`config.mk`:
```
export PLATFORM = sky130hd
export DESIGN_NAME = bms_fault_detector
export DESIGN_NICKNAME = d
export VERILOG_FILES = /design/src/rtl/bms_fault_detector.sv
export SDC_FILE = /design/constraint.sdc
export NUM_CORES = 1
export LEC_CHECK = 0
export CAP_MARGIN = 20
export CORE_ASPECT_RATIO = 1.25
export CORE_UTILIZATION = 47
export CTS_BUF_LIST = sky130_fd_sc_hd__clkbuf_8
export DETAILED_ROUTE_END_ITERATION = 8
export GPL_ROUTABILITY_DRIVEN = 0
export PLACE_DENSITY = 0.85
export SYNTH_ARGS = -nofsm -noshare
export SYNTH_HDL_FRONTEND = slang
export SYNTH_SLANG_ARGS = --single-unit
```
`constraint.sdc`:
```
create_clock -name clk -period 2.44 [get_ports clk]
set_input_delay 0.244 -clock clk [delete_from_list [all_inputs] [get_ports clk]]
set_output_delay 0.244 -clock clk [all_outputs]
set_load 0.01 [all_outputs]
```
`src/rtl/bms_fault_detector.sv`:
```
// Debounced, hysteretic OV/UV/OC/OT fault flags for the pack protection FSM.
// Build option BMS_FAULT_LATCH_EN makes OV/OC/OT latching until clear_faults.
module bms_fault_detector #(
    parameter int unsigned OV_SET_MV = 4200,
    parameter int unsigned OV_CLR_MV = 4150,
    parameter int unsigned UV_SET_MV = 3000,
    parameter int unsigned UV_CLR_MV = 3100,
    parameter int unsigned OC_SET_MA = 20000,
    parameter int unsigned OC_CLR_MA = 18000,
    parameter int          OT_SET_C  = 60,
    parameter int          OT_CLR_C  = 55,
    parameter int unsigned DEB_CNT   = 4,
    parameter int unsigned CNT_W     = 4
) (
    input  logic        clk,
    input  logic        rst_n,
    input  logic        sample_valid,
    input  logic [15:0] max_cell_mv,
    input  logic [15:0] min_cell_mv,
    input  logic [15:0] current_ma,
    input  logic [7:0]  temp_c,
    input  logic        clear_faults,
    output logic        ov_fault,
    output logic        uv_fault,
    output logic        oc_fault,
    output logic        ot_fault,
    output logic        fault_any
);

    localparam int unsigned NCH   = 4;
    localparam int unsigned CH_OV = 0;
    localparam int unsigned CH_UV = 1;
    localparam int unsigned CH_OC = 2;
    localparam int unsigned CH_OT = 3;

    localparam logic [15:0]        OV_SET = 16'(OV_SET_MV);
    localparam logic [15:0]        OV_CLR = 16'(OV_CLR_MV);
    localparam logic [15:0]        UV_SET = 16'(UV_SET_MV);
    localparam logic [15:0]        UV_CLR = 16'(UV_CLR_MV);
    localparam logic [15:0]        OC_SET = 16'(OC_SET_MA);
    localparam logic [15:0]        OC_CLR = 16'(OC_CLR_MA);
    localparam logic signed [7:0]  OT_SET = 8'(OT_SET_C);
    localparam logic signed [7:0]  OT_CLR = 8'(OT_CLR_C);
    localparam logic [CNT_W-1:0]   CNT_LAST = CNT_W'(DEB_CNT - 1);

`ifdef BMS_FAULT_LATCH_EN
    localparam logic [NCH-1:0] LATCH_MASK = 4'b1101;
`else
    localparam logic [NCH-1:0] LATCH_MASK = 4'b0000;
`endif

    typedef enum logic {
        ST_CLEAR    = 1'b0,
        ST_ASSERTED = 1'b1
    } state_e;

    state_e             state_q [NCH];
    state_e             state_d [NCH];
    logic [CNT_W-1:0]   cnt_q   [NCH];
    logic [CNT_W-1:0]   cnt_d   [NCH];
    logic [NCH-1:0]     rel_done_q, rel_done_d;
    logic [NCH-1:0]     flags_d;
    logic               fault_any_q;
    logic [NCH-1:0]     set_cond, clr_cond;
    logic [15:0]        cur_abs;

    // Threshold comparisons; -32768 saturates to 32767 in the magnitude.
    always_comb begin
        cur_abs = current_ma;
        if (current_ma[15]) begin
            cur_abs = (current_ma == 16'h8000) ? 16'h7FFF : 16'(~current_ma + 16'd1);
        end
        set_cond = '0;
        clr_cond = '0;
        set_cond[CH_OV] = (max_cell_mv >= OV_SET);
        clr_cond[CH_OV] = (max_cell_mv <= OV_CLR);
        set_cond[CH_UV] = (min_cell_mv <= UV_SET);
        clr_cond[CH_UV] = (min_cell_mv >= UV_CLR);
        set_cond[CH_OC] = (cur_abs >= OC_SET);
        clr_cond[CH_OC] = (cur_abs <= OC_CLR);
        set_cond[CH_OT] = ($signed(temp_c) >= OT_SET);
        clr_cond[CH_OT] = ($signed(temp_c) <= OT_CLR);
    end

    // Per-channel debounce FSM; rel_done marks a completed release awaiting clear_faults.
    always_comb begin
        for (int i = 0; i < NCH; i++) begin
            state_d[i]    = state_q[i];
            cnt_d[i]      = cnt_q[i];
            rel_done_d[i] = rel_done_q[i];
            flags_d[i]    = 1'b0;
            case (state_q[i])
                ST_CLEAR: begin
                    if (sample_valid) begin
                        if (set_cond[i]) begin
                            if (cnt_q[i] == CNT_LAST) begin
                                state_d[i] = ST_ASSERTED;
                                cnt_d[i]   = '0;
                            end else begin
                                cnt_d[i] = cnt_q[i] + CNT_W'(1);
                            end
                        end else begin
                            cnt_d[i] = '0;
                        end
                    end
                end
                ST_ASSERTED: begin
                    if (LATCH_MASK[i] && rel_done_q[i]) begin
                        if (clear_faults) begin
                            state_d[i]    = ST_CLEAR;
                            rel_done_d[i] = 1'b0;
                            cnt_d[i]      = '0;
                        end else if (sample_valid && !clr_cond[i]) begin
                            rel_done_d[i] = 1'b0;
                        end
                    end else if (sample_valid) begin
                        if (clr_cond[i]) begin
                            if (cnt_q[i] == CNT_LAST) begin
                                cnt_d[i] = '0;
                                if (LATCH_MASK[i]) begin
                                    rel_done_d[i] = 1'b1;
                                end else begin
                                    state_d[i] = ST_CLEAR;
                                end
                            end else begin
                                cnt_d[i] = cnt_q[i] + CNT_W'(1);
                            end
                        end else begin
                            cnt_d[i] = '0;
                        end
                    end
                end
                default: begin
                    state_d[i] = ST_CLEAR;
                    cnt_d[i]   = '0;
                end
            endcase
            flags_d[i] = (state_d[i] == ST_ASSERTED);
        end
    end

    always_ff @(posedge clk or negedge rst_n) begin
        if (!rst_n) begin
            for (int i = 0; i < NCH; i++) begin
                state_q[i] <= ST_CLEAR;
                cnt_q[i]   <= '0;
            end
            rel_done_q  <= '0;
            fault_any_q <= 1'b0;
        end else begin
            for (int i = 0; i < NCH; i++) begin
                state_q[i] <= state_d[i];
                cnt_q[i]   <= cnt_d[i];
            end
            rel_done_q  <= rel_done_d;
            fault_any_q <= |flags_d;
        end
    end

    assign ov_fault  = (state_q[CH_OV] == ST_ASSERTED);
    assign uv_fault  = (state_q[CH_UV] == ST_ASSERTED);
    assign oc_fault  = (state_q[CH_OC] == ST_ASSERTED);
    assign ot_fault  = (state_q[CH_OT] == ST_ASSERTED);
    assign fault_any = fault_any_q;

endmodule

```
# Word-level counts from Yosys, hierarchy flattened
# Cells that the tools add are included.
[word_totals]
ff_bits = 21
word_cells = 99
[op_classes]
add_sub_neg = 5
order_cmp = 8
n_eq_ne = 13
n_mux = 54
bitwise_logic = 5
n_reduce_logical = 5
[ops]
columns = ["operator", "count"]
rows = [
  ["$mux W4", 20],
  ["$mux W16", 2],
  ["$pmux W4 S2", 4],
  ["$mux W1", 24],
  ["$add A16 B1 Y16 const B", 1],
  ["$add A4 B1 Y4 const B", 4],
  ["$eq A16 B16 Y1 const B", 1],
  ["$eq A4 B2 Y1 const B", 4],
  ["$ge A16 B12 Y1 const B", 1],
  ["$ge A16 B13 Y1 const B", 1],
  ["$ge A16 B15 Y1 const B", 1],
  ["$le A16 B12 Y1 const B", 1],
  ["$le A16 B13 Y1 const B", 1],
  ["$le A16 B15 Y1 const B", 1],
  ["$ne A2 B2 Y1 const B", 8],
  ["$not A16 Y16", 1],
  ["$ge A8 B7 Y1 const B", 1],
  ["$le A8 B7 Y1 const B", 1],
  ["$pmux W1 S2", 4],
  ["$reduce_and A2 Y1", 4],
  ["$not A1 Y1", 4],
  ["$reduce_or A4 Y1", 1],
]

# Longest topological paths before layout
# Gate-level depths: netlist (run 1).
[logic_depth]
depth_word = 9
mapped_depth = 11

# Least setup slack after synthesis (run 1)
# No wires, ideal clock.
[synth_path]
path_kind = "in2reg"
startpoint = "input port current_ma[0]"
endpoint = "register fault_any_q, in the netlist fault_any"
setup_time_ns = 0.139
arrival_time_ns = 2.533
required_time_ns = 2.301
path_slack_ns = -0.232
cell_stages = 11
path_buffers = 1
path_cell_list = "inv_1 > ha_1 > or3b_1 > buf_6 > a311o_1 > a21oi_1 > a32oi_1 > o21a_1 > o22a_1 > o31a_1 > or4_1"
[synth_via]
elab_chain_len = 9
[synth_lines]
columns = ["element", "line_no", "source"]
rows = [
  ["start, declared", "20", "input logic [15:0] current_ma,"],
  ["$not A16 Y16", "71", "cur_abs = (current_ma == 16'h8000) ? 16'h7FFF : 16'(~current_ma + 16'd1);"],
  ["$add A16 B1 Y16", "71", ""],
  ["$mux W16", "71", ""],
  ["$mux W16 *", "70", "if (current_ma[15]) begin"],
  ["$le A16 B15 Y1 / $ge A16 B15 Y1 (equally long branches)", "80, 79", ""],
  ["$mux W1 (on tied branches)", "117, 95", ""],
  ["$mux W1 (on tied branches)", "116, 94", ""],
  ["$pmux W1 S2 *", "92", "case (state_q[i])"],
  ["named net flags_d[2]", "62", "logic [NCH-1:0] flags_d;"],
  ["$reduce_or A4 Y1 *", "156", "fault_any_q <= |flags_d;"],
  ["end signal, assigned", "156", ""],
  ["end, declared", "63", "logic fault_any_q;"],
]
# Mark *: on every way through the listed nets, which the timed path passes. The rest lies on a longest branch.
# A chain may end at the register's enable or synchronous reset.

# Worst setup path in the final report (run 1)
# Same ends and word-level chain as after synthesis.

==> results_dict.tcl, run 1 <==
set metrics [dict create \
    failed_checks "setup timing" \
    cts_tree "yes" \
    p_int_uw 861.9 \
    synth_edf_count 0 \
    p_sw_uw 482.7 \
    overflow 0 \
    status "finished with violations" \
    sw_frac_of_total 0.3590 \
    yosys_most_used_dff "dfrtp_1" \
    areaGrowthSynthToFinish_pct 66.75 \
    dp_hpwl_um 4296 \
    whs_ps 314.9 \
    drv_slew 0 \
    dpl.cell_count 384 \
    max_freq_mhz 401.1 \
    grt_pass1_vias 2405 \
    clk_latency_ps 270 \
    hold_violations 0 \
    vias 2386 \
    ys_ff_latch 21 \
    ant_nets 0 \
    startpoint_type "input pin" \
    fp.dieH_um 73.52 \
    synth_cells 236 \
    wire_per_inst_um 16.76 \
    endpoint_kind "flop" \
    p_per_area_nw_per_um2 419.3 \
    totalWireLength_um 6672 \
    utilization 0.8335 \
    clockBufferDepth 2 \
    dpl-instance-area_um2 2914 \
    htreeDepth 1 \
    io_buffers 61 \
    pin_count 65 \
    syn_area_um2 1923 \
    seq_area_frac_synth 0.2733 \
    grt_max_degree 28 \
    combPwrFrac 0.459 \
    drt_pre_antenna_iters 4 \
    die_area_um2 4353 \
    worst_slew_pin_slew_ps 413.4 \
    synth_cell_types 61 \
    grt_pass1_wl_um 10240 \
    min_path_type "in2async" \
    cts_buffers 3 \
    skew_ps 3.224 \
    required_ps 2580 \
    std_cell_rows 25 \
    fp.dieW_um 59.22 \
    p_total_mw 1.345 \
    setup_ws_ps -53.22 \
    path_max_fanout 5 \
    async_flop_share 1.000 \
    leakagePower_nw 1.336 \
    drive_gt1_frac 0.2849 \
    clockPowerShare 0.168 \
    rsz0062_at_grt "yes" \
    synth_warnings 0 \
    layout_commonest_cell "clkdlybuf4s50_1" \
    finalSetupViolCount 1 \
    cts.sinks 21 \
    hold_buffers 0 \
    root_buffer "clkbuf_8" \
    critPathKind "in2reg" \
    final_cell_mix "clkdlybuf4s50_1 (45), buf_4 (44), dfrtp_1 (21), nand2_1 (20), inv_1 (16)" \
    fin_crit_ps 2493 \
    drc 0 \
    dp_slack_ps -767.6 \
    critical_path_arrival_ps 2640 \
    maxSlewHeadroom 0.7232 \
    clk_pin_slew_worst_paths_ps 70 \
    sequentialPowerShare 0.372 \
    syn_nets 301 \
    fin_nets 410 \
    fillers 234 \
    design_area_um2 3207 \
    grt_use_total 0.3084 \
    instances_no_fill 398 \
    drtIter0Drc 143 \
    core_area_um2 3847 \
    antenna_found_initial 0 \
    antenna_cells 0 \
    start_util 0.4998 \
    syn_area_per_cell_um2 8.149 \
    drv_cap 0 \
    post-route-period-util 1.022 \
    vias_per_cell 5.995 \
    peakVddDrop_mv 0.4167 \
    fin_tns_setup_ps -53.22 \
]
==> per-layer routing <==
layer | part of all wire | global-route usage | routed length [um] | vias up
met3 | 0.046 | 0.04577 | 305 | 30
met1 | 0.35 | 0.3168 | 2349 | 1118
met5 | 0 | 0 | 0 | -
met4 | 0.053 | 0.1799 | 351 | 0
met2 | 0.55 | 0.5755 | 3666 | 117
li1 | - | - | - | 1121
==> final timing paths <==
| path | from | end | slack, ps | cells after the start |
|---|---|---|---|---|
| worst max-delay path | current_ma[0] | fault_any$_DFF_PN0_ | -50 | 10 |
| worst min-delay path | rst_n | cnt_q[13]$_DFFE_PN0P_ | 310 | 2 |
| worst max register to register | cnt_q[0]$_DFFE_PN0P_ | fault_any$_DFF_PN0_ | 520 | 6 |
| worst min register to register | cnt_q[10]$_DFFE_PN0P_ | cnt_q[10]$_DFFE_PN0P_ | 520 | 1 |
| max in group asynchronous | rst_n | cnt_q[2]$_DFFE_PN0P_ | 1910 | 2 |
| min in group clk | cnt_q[10]$_DFFE_PN0P_ | cnt_q[10]$_DFFE_PN0P_ | 520 | 1 |
==> area by class of cell <==
| class | instances | area, um2 | area share |
|---|---|---|---|
| Clock buffer | 3 | 41.29 | 0.01288 |
| Clock inverter | 1 | 3.754 | 0.001171 |
| Inverter | 17 | 71.32 | 0.02224 |
| Multi-Input combinational cell | 189 | 1471 | 0.4588 |
| Sequential cell | 21 | 525.5 | 0.1639 |
| Tap cell | 54 | 67.56 | 0.02107 |
| Timing Repair Buffer | 113 | 1026 | 0.3199 |
==> synth_stat cells, drive strengths merged (2+ instances only) <==
cell | number | share of area
nor2b | 4 | 0.013
a41o | 3 | 0.016
ha | 5 | 0.033
or2 | 3 | 0.0098
dfrtp | 21 | 0.27
nand4b | 4 | 0.018
o22ai | 7 | 0.023
o211ai | 5 | 0.020
buf | 5 | 0.016
a41oi | 2 | 0.0091
o221ai | 3 | 0.014
nand2b | 9 | 0.029
o211a | 2 | 0.010
nor3b | 4 | 0.018
nand4 | 4 | 0.013
o21a | 2 | 0.0078
a31oi | 5 | 0.016
or4 | 5 | 0.023
o22a | 2 | 0.0091
inv | 17 | 0.033
a311o | 3 | 0.016
nand2 | 20 | 0.039
and2 | 3 | 0.0098
xnor2 | 2 | 0.0091
xor2 | 3 | 0.014
or3 | 4 | 0.016
nor4 | 6 | 0.031
nand3 | 10 | 0.029
mux2i | 3 | 0.016
or4b | 2 | 0.010
nor3 | 8 | 0.026
o21ai | 17 | 0.044
o31ai | 4 | 0.023
clkbuf | 4 | 0.0078
nor2 | 14 | 0.027
a21oi | 8 | 0.021
==> sequential cells by signal (all words and copies together), names as in the netlist <==
register,count
cnt_q,16
fault_any,1
oc_fault,1
ot_fault,1
ov_fault,1
uv_fault,1
==> power groups by stage <==
stage          Combinational (mW)  Clock, mW  Sequential (mW)
2_1_floorplan               0.257          0            0.491
4_1_cts                     0.569      0.228            0.492
6_report                    0.618      0.226            0.500
3_3_place_gp                0.517          0            0.491
5_1_grt                     0.675      0.244            0.509
3_5_place_dp                0.544          0            0.496
==> repair_timing <==
action                                  in CTS  in global routing
setup buffers                               10                  1
pin swaps                                   23                 25
endpoints found under the setup margin       5                  5
resized for setup                           52                 30
==> critical path, cell delays in order <==
cell and delay (ps):
buf_8 100, buf_6 110, or4_4 610, a32o_1 290
a21oi_1 130, a32oi_1 90, o21a_1 200, o22a_1 210
o31a_1 250, or4_1 390
==> cells by family (layout without fill, tap and decap cells) <==
| group | count (synthesis) | after routing | share of synthesized area |
|---|---|---|---|
| simple gates | 106 | 106 | 0.3396 |
| compound gates | 70 | 70 | 0.2596 |
| buf+inv | 26 | 134 | 0.05660 |
| flops | 21 | 21 | 0.2733 |
| fa+ha+maj | 5 | 5 | 0.03253 |
| xor+xnor | 5 | 5 | 0.02278 |
| mux | 3 | 3 | 0.01562 |
(Power assumes the default switching activity.)
==> run 2, diff against run 1 <==
--- a/config.mk
+++ b/config.mk
@@ -7,11 +7,11 @@
 export LEC_CHECK = 0
 export CAP_MARGIN = 20
 export CORE_ASPECT_RATIO = 1.25
-export CORE_UTILIZATION = 47
-export CTS_BUF_LIST = sky130_fd_sc_hd__clkbuf_8
+export CORE_UTILIZATION = 46
+export CTS_BUF_LIST = sky130_fd_sc_hd__clkbuf_4 sky130_fd_sc_hd__clkbuf_8 sky130_fd_sc_hd__clkbuf_16
 export DETAILED_ROUTE_END_ITERATION = 8
 export GPL_ROUTABILITY_DRIVEN = 0
-export PLACE_DENSITY = 0.85
+export PLACE_DENSITY = 0.84
 export SYNTH_ARGS = -nofsm -noshare
 export SYNTH_HDL_FRONTEND = slang
 export SYNTH_SLANG_ARGS = --single-unit
==> results_dict.tcl, run 2 (synthesis results as in run 1) <==
set metrics [dict create \
    min_path_type "in2async" \
    final_cell_mix "clkdlybuf4s50_1 (45), buf_4 (41), dfrtp_1 (21), nand2_1 (20), inv_1 (15)" \
    cp_top_family "simple AND/OR/NAND/NOR gates" \
    grtUsageMet2 0.5457 \
    crit_slowest_cell "or4_4" \
    start_util 0.4958 \
    largest-register "cnt_q" \
    r2r_end "fault_any$_DFF_PN0_" \
    dp_slack_ps -791.2 \
    path_cells "buf_8 > buf_6 > or4_4 > o21ai_1 > xor2_1 > nand2_1 > nand4b_1 > o22a_1 > o31a_1 > or4_1" \
    antenna_found_initial 0 \
    fin_crit_ps 2615 \
    io_buffers 61 \
    core_area_um2 3879 \
    clockBufferDepth 2 \
    status "finished with violations" \
    hold_violations 0 \
    grt_use_total 0.2736 \
    finalSetupViolCount 2 \
    failed_checks "setup timing" \
    drtIter0Drc 129 \
    endpoint_kind "flop" \
    drive_gt1_frac 0.2903 \
    setup_ws_ps -175.1 \
    grt_pass1_vias 2265 \
    std_cell_rows 25 \
    drt_pre_antenna_iters 4 \
    cp_num_cells 10 \
    whs_ps 321.7 \
    wire_per_inst_um 16.39 \
    reg2reg_depth 6 \
    drv_slew 0 \
    drc 0 \
    clk_latency_ps 260 \
    vias_per_cell 6.038 \
    skew_ps 1.612 \
    fp.dieW_um 59.83 \
    pin_count 65 \
    r2r_start "cnt_q[0]$_DFFE_PN0P_" \
    fin_tns_setup_ps -181.7 \
    clk_pin_slew_worst_paths_ps 70 \
    fin_nets 407 \
    maxSlewHeadroom 0.7491 \
    max_freq_mhz 382.4 \
    p_per_area_nw_per_um2 424.5 \
    cts_buffers 3 \
    busiest_layer "met2" \
    die_area_um2 4445 \
    slowest_delay_ps 580 \
    overflow 0 \
    r2r_slack_ps 550 \
    rsz0062_at_grt "yes" \
    areaGrowthSynthToFinish_pct 65.26 \
    worst-path-buf-inv 2 \
    root_buffer "clkbuf_8" \
    antenna_cells 0 \
    cts.sinks 21 \
    worst_slew_pin_slew_ps 373.6 \
    vias 2385 \
    grt_max_degree 28 \
    leakagePower_nw 1.345 \
    required_ps 2580 \
    ant_nets 0 \
    htreeDepth 1 \
    critPathKind "in2reg" \
    fp.dieH_um 74.29 \
    utilization 0.8194 \
    drv_cap 0 \
    startpoint_type "input pin" \
    post-route-period-util 1.072 \
    critical_path_arrival_ps 2760 \
    peakVddDrop_mv 0.3978 \
    hold_buffers 0 \
    layout_commonest_cell "clkdlybuf4s50_1" \
    grt_util_met3 0.03826 \
    grt_pass1_wl_um 9321 \
    grtUsageMet1 0.2724 \
    path_max_fanout 5 \
    dp_hpwl_um 4307 \
    cts_tree "yes" \
    largest_reg_flops 16 \
    totalWireLength_um 6476 \
]
==> run 2: changes by cell type in the layout (fill, tap and decap cells not counted), sizes merged <==
cell and change:
clkbuf +3, dlymetal6s2s +3, inv -1, dlygate4sd2 -4, buf -4
==> run 2: through the flow <==
| step | std cells | instance area [um2] | power [mW] |
|---|---|---|---|
| floorplan | 236 | 1941 | 0.7476 |
| global placement | 383 | 2882 | 1.001 |
| detailed placement | 383 | 2882 | 1.026 |
| CTS | 393 | 3070 | 1.302 |
| global route | 395 | 3178 | 1.428 |
| finish | 395 | 3178 | 1.349 |
==> run 2: cell type report <==
class	instances	area, um2
clock buffer	4	48.80
tap	54	67.56
timing repair buffer	110	988.4
sequential	21	525.5
inverter	17	71.32
multi-input combinational	189	1476
fill	261	700.7
==> run 2: worst max path at each step <==
| stage | from | end | slack, ps |
|---|---|---|---|
| 2_1_floorplan | current_ma[1] | fault_any$_DFF_PN0_ | -130 |
| 3_3_place_gp | current_ma[1] | fault_any$_DFF_PN0_ | -720 |
| 3_5_place_dp | current_ma[1] | fault_any$_DFF_PN0_ | -790 |
| 4_1_cts | current_ma[0] | fault_any$_DFF_PN0_ | -130 |
| 5_1_grt | current_ma[0] | fault_any$_DFF_PN0_ | -240 |
| 6_report | current_ma[0] | fault_any$_DFF_PN0_ | -180 |
==> run 2: repair_timing <==
action                                  4_1_cts  5_1_grt
buffers inserted                              5        2
pin swaps                                    22       28
cloned                                        1        0
endpoints found under the setup margin        6        5
resized for setup                            55       33
==> run 2: layer usage <==
metal / up-vias / part of all wire / wire length [um]
li1: 1118 / - / -
met1: 1144 / 0.36 / 2361
met2: 93 / 0.55 / 3564
met3: 30 / 0.050 / 323
met4: 0 / 0.035 / 227
met5: - / 0 / 0
==> run 2: where the power goes <==
part           switching [mW]  internal [mW]
registers              0.0738          0.424
logic                   0.288          0.322
clock network           0.114          0.128
==> run 3, diff against run 2 <==
--- a/config.mk
+++ b/config.mk
@@ -9,8 +9,10 @@
 export CORE_ASPECT_RATIO = 1.25
 export CORE_UTILIZATION = 46
 export CTS_BUF_LIST = sky130_fd_sc_hd__clkbuf_4 sky130_fd_sc_hd__clkbuf_8 sky130_fd_sc_hd__clkbuf_16
+export CTS_CLUSTER_DIAMETER = 150
 export DETAILED_ROUTE_END_ITERATION = 8
 export GPL_ROUTABILITY_DRIVEN = 0
+export GPL_TIMING_DRIVEN = 0
 export PLACE_DENSITY = 0.84
 export SYNTH_ARGS = -nofsm -noshare
 export SYNTH_HDL_FRONTEND = slang
==> results_dict.tcl, run 3 (synthesis results as in run 1) <==
set metrics [dict create \
    drtIter0Drc 135 \
    fillers 339 \
    critPathKind "in2reg" \
    path_max_fanout 5 \
    core_area_um2 3879 \
    overflow 0 \
    setup_ws_ps -153.4 \
    dpl-instance-area_um2 2579 \
    r2r_slack_ps 470 \
    die_area_um2 4445 \
    clk_pin_slew_worst_paths_ps 80 \
    fp.dieH_um 74.29 \
    maxSlewHeadroom 0.3500 \
    drc 0 \
    drive_gt1_frac 0.1467 \
    grt_max_degree 22 \
    utilization 0.6974 \
    seq_area_um2 525.5 \
    grt_use_total 0.2478 \
    r2r_end "fault_any$_DFF_PN0_" \
    required_ps 2580 \
    crit_start "current_ma[13]" \
    clk_latency_ps 270 \
    grt_pass1_wl_um 8680 \
    areaGrowthSynthToFinish_pct 40.66 \
    p_per_area_nw_per_um2 458.5 \
    instances_no_fill 354 \
    drv_cap 0 \
    r2r_start "cnt_q[0]$_DFFE_PN0P_" \
    dp_slack_ps -975.3 \
    io_buffers 57 \
    htreeDepth 1 \
    cts_buffers 3 \
    startpoint_type "input pin" \
    max_freq_mhz 385.6 \
    vias 2148 \
    dpl.cell_count 347 \
    drt_pre_antenna_iters 4 \
    fin_nets 366 \
    finalSetupViolCount 3 \
    reg2reg_depth 6 \
    worst_slew_pin_slew_ps 972.0 \
    totalWireLength_um 5310 \
    crit_end "fault_any$_DFF_PN0_" \
    multi_input_area_um2 1365 \
    min_path_type "in2reg" \
    hold_buffers 0 \
    rsz0062_at_grt "yes" \
    cts_tree "yes" \
    final_cell_mix "clkdlybuf4s50_1 (44), dfrtp_1 (21), nand2_1 (20), inv_1 (15), o21ai_0 (14)" \
    skew_ps 5.998 \
    dp_hpwl_um 4049 \
    largest_reg_flops 16 \
    post-route-period-util 1.063 \
    root_buffer "clkbuf_8" \
    fp.dieW_um 59.83 \
    grt_pass1_vias 2126 \
    drv_slew 0 \
    antenna_cells 0 \
    wire_per_inst_um 15.00 \
    p_total_mw 1.240 \
    cts.sinks 21 \
    antenna_found_initial 0 \
    peakVddDrop_mv 0.4520 \
    fin_crit_ps 2593 \
    leakagePower_nw 1.069 \
    failed_checks "setup timing" \
    hold_violations 0 \
    status "finished with violations" \
    design_area_um2 2705 \
    pin_count 65 \
    std_cell_rows 25 \
    clockBufferDepth 2 \
    start_util 0.4958 \
    critical_path_arrival_ps 2740 \
    endpoint_kind "flop" \
    largest-register "cnt_q" \
    ant_nets 0 \
    layout_commonest_cell "clkdlybuf4s50_1" \
    vias_per_cell 6.068 \
]
run 3: worst min-delay path by stage:
stage	start	endpoint	slack, ps	cells after the start
floorplan	rst_n	cnt_q[0]$_DFFE_PN0P_	-50	0
global placement	cnt_q[2]$_DFFE_PN0P_	cnt_q[2]$_DFFE_PN0P_	480	2
detailed placement	cnt_q[2]$_DFFE_PN0P_	cnt_q[2]$_DFFE_PN0P_	480	2
CTS	sample_valid	ov_fault$_DFF_PN0_	470	3
global route	sample_valid	ov_fault$_DFF_PN0_	510	3
finish	sample_valid	ov_fault$_DFF_PN0_	470	3
run 3: power breakdown:
| group | internal [mW] | total (mW) | switching (mW) |
|---|---|---|---|
| combinational | 0.260 | 0.510 | 0.251 |
| sequential | 0.424 | 0.494 | 0.0699 |
| clock | 0.116 | 0.236 | 0.121 |
run 3: final cells by class:
class / count / area share
multi-input combinational: 189 / 0.5046
sequential: 21 / 0.1943
clock inverter: 1 / 0.002775
inverter: 17 / 0.02544
timing repair buffer: 60 / 0.2146
tap: 54 / 0.02498
clock buffer: 3 / 0.01526
buffer: 9 / 0.01804
run 3: critical path, cell delays in order:
cell and delay [ps]:
dlygate4sd2_1 290, nor4_1 570, a41o_1 260, a31oi_1 100
nor3b_1 180, o21a_1 120, o22a_1 190, o31a_1 270
or4_4 520
run 3: stage by stage:
stage                     setup TNS (ps)  hold WS, ps
final                             -298.0        473.3
after global placement             -3819        480.0
after CTS                         -217.1        470.1
after global routing              -674.6        509.0
after floorplan                   -133.0       -51.59
after detailed placement           -4048        483.0
run 3: timing repair:
item / CTS / global route
setup buffers: 1 / 2
pin swaps: 4 / 3
endpoints found under the setup margin: 6 / 5
gates resized for setup: 36 / 13
run 3: layer usage:
| metal | global-route usage | share of wire |
|---|---|---|
| met1 | 0.2664 | 0.40 |
| met2 | 0.4926 | 0.53 |
| met3 | 0.01565 | 0.037 |
| met4 | 0.09044 | 0.027 |
| met5 | 0 | 0 |
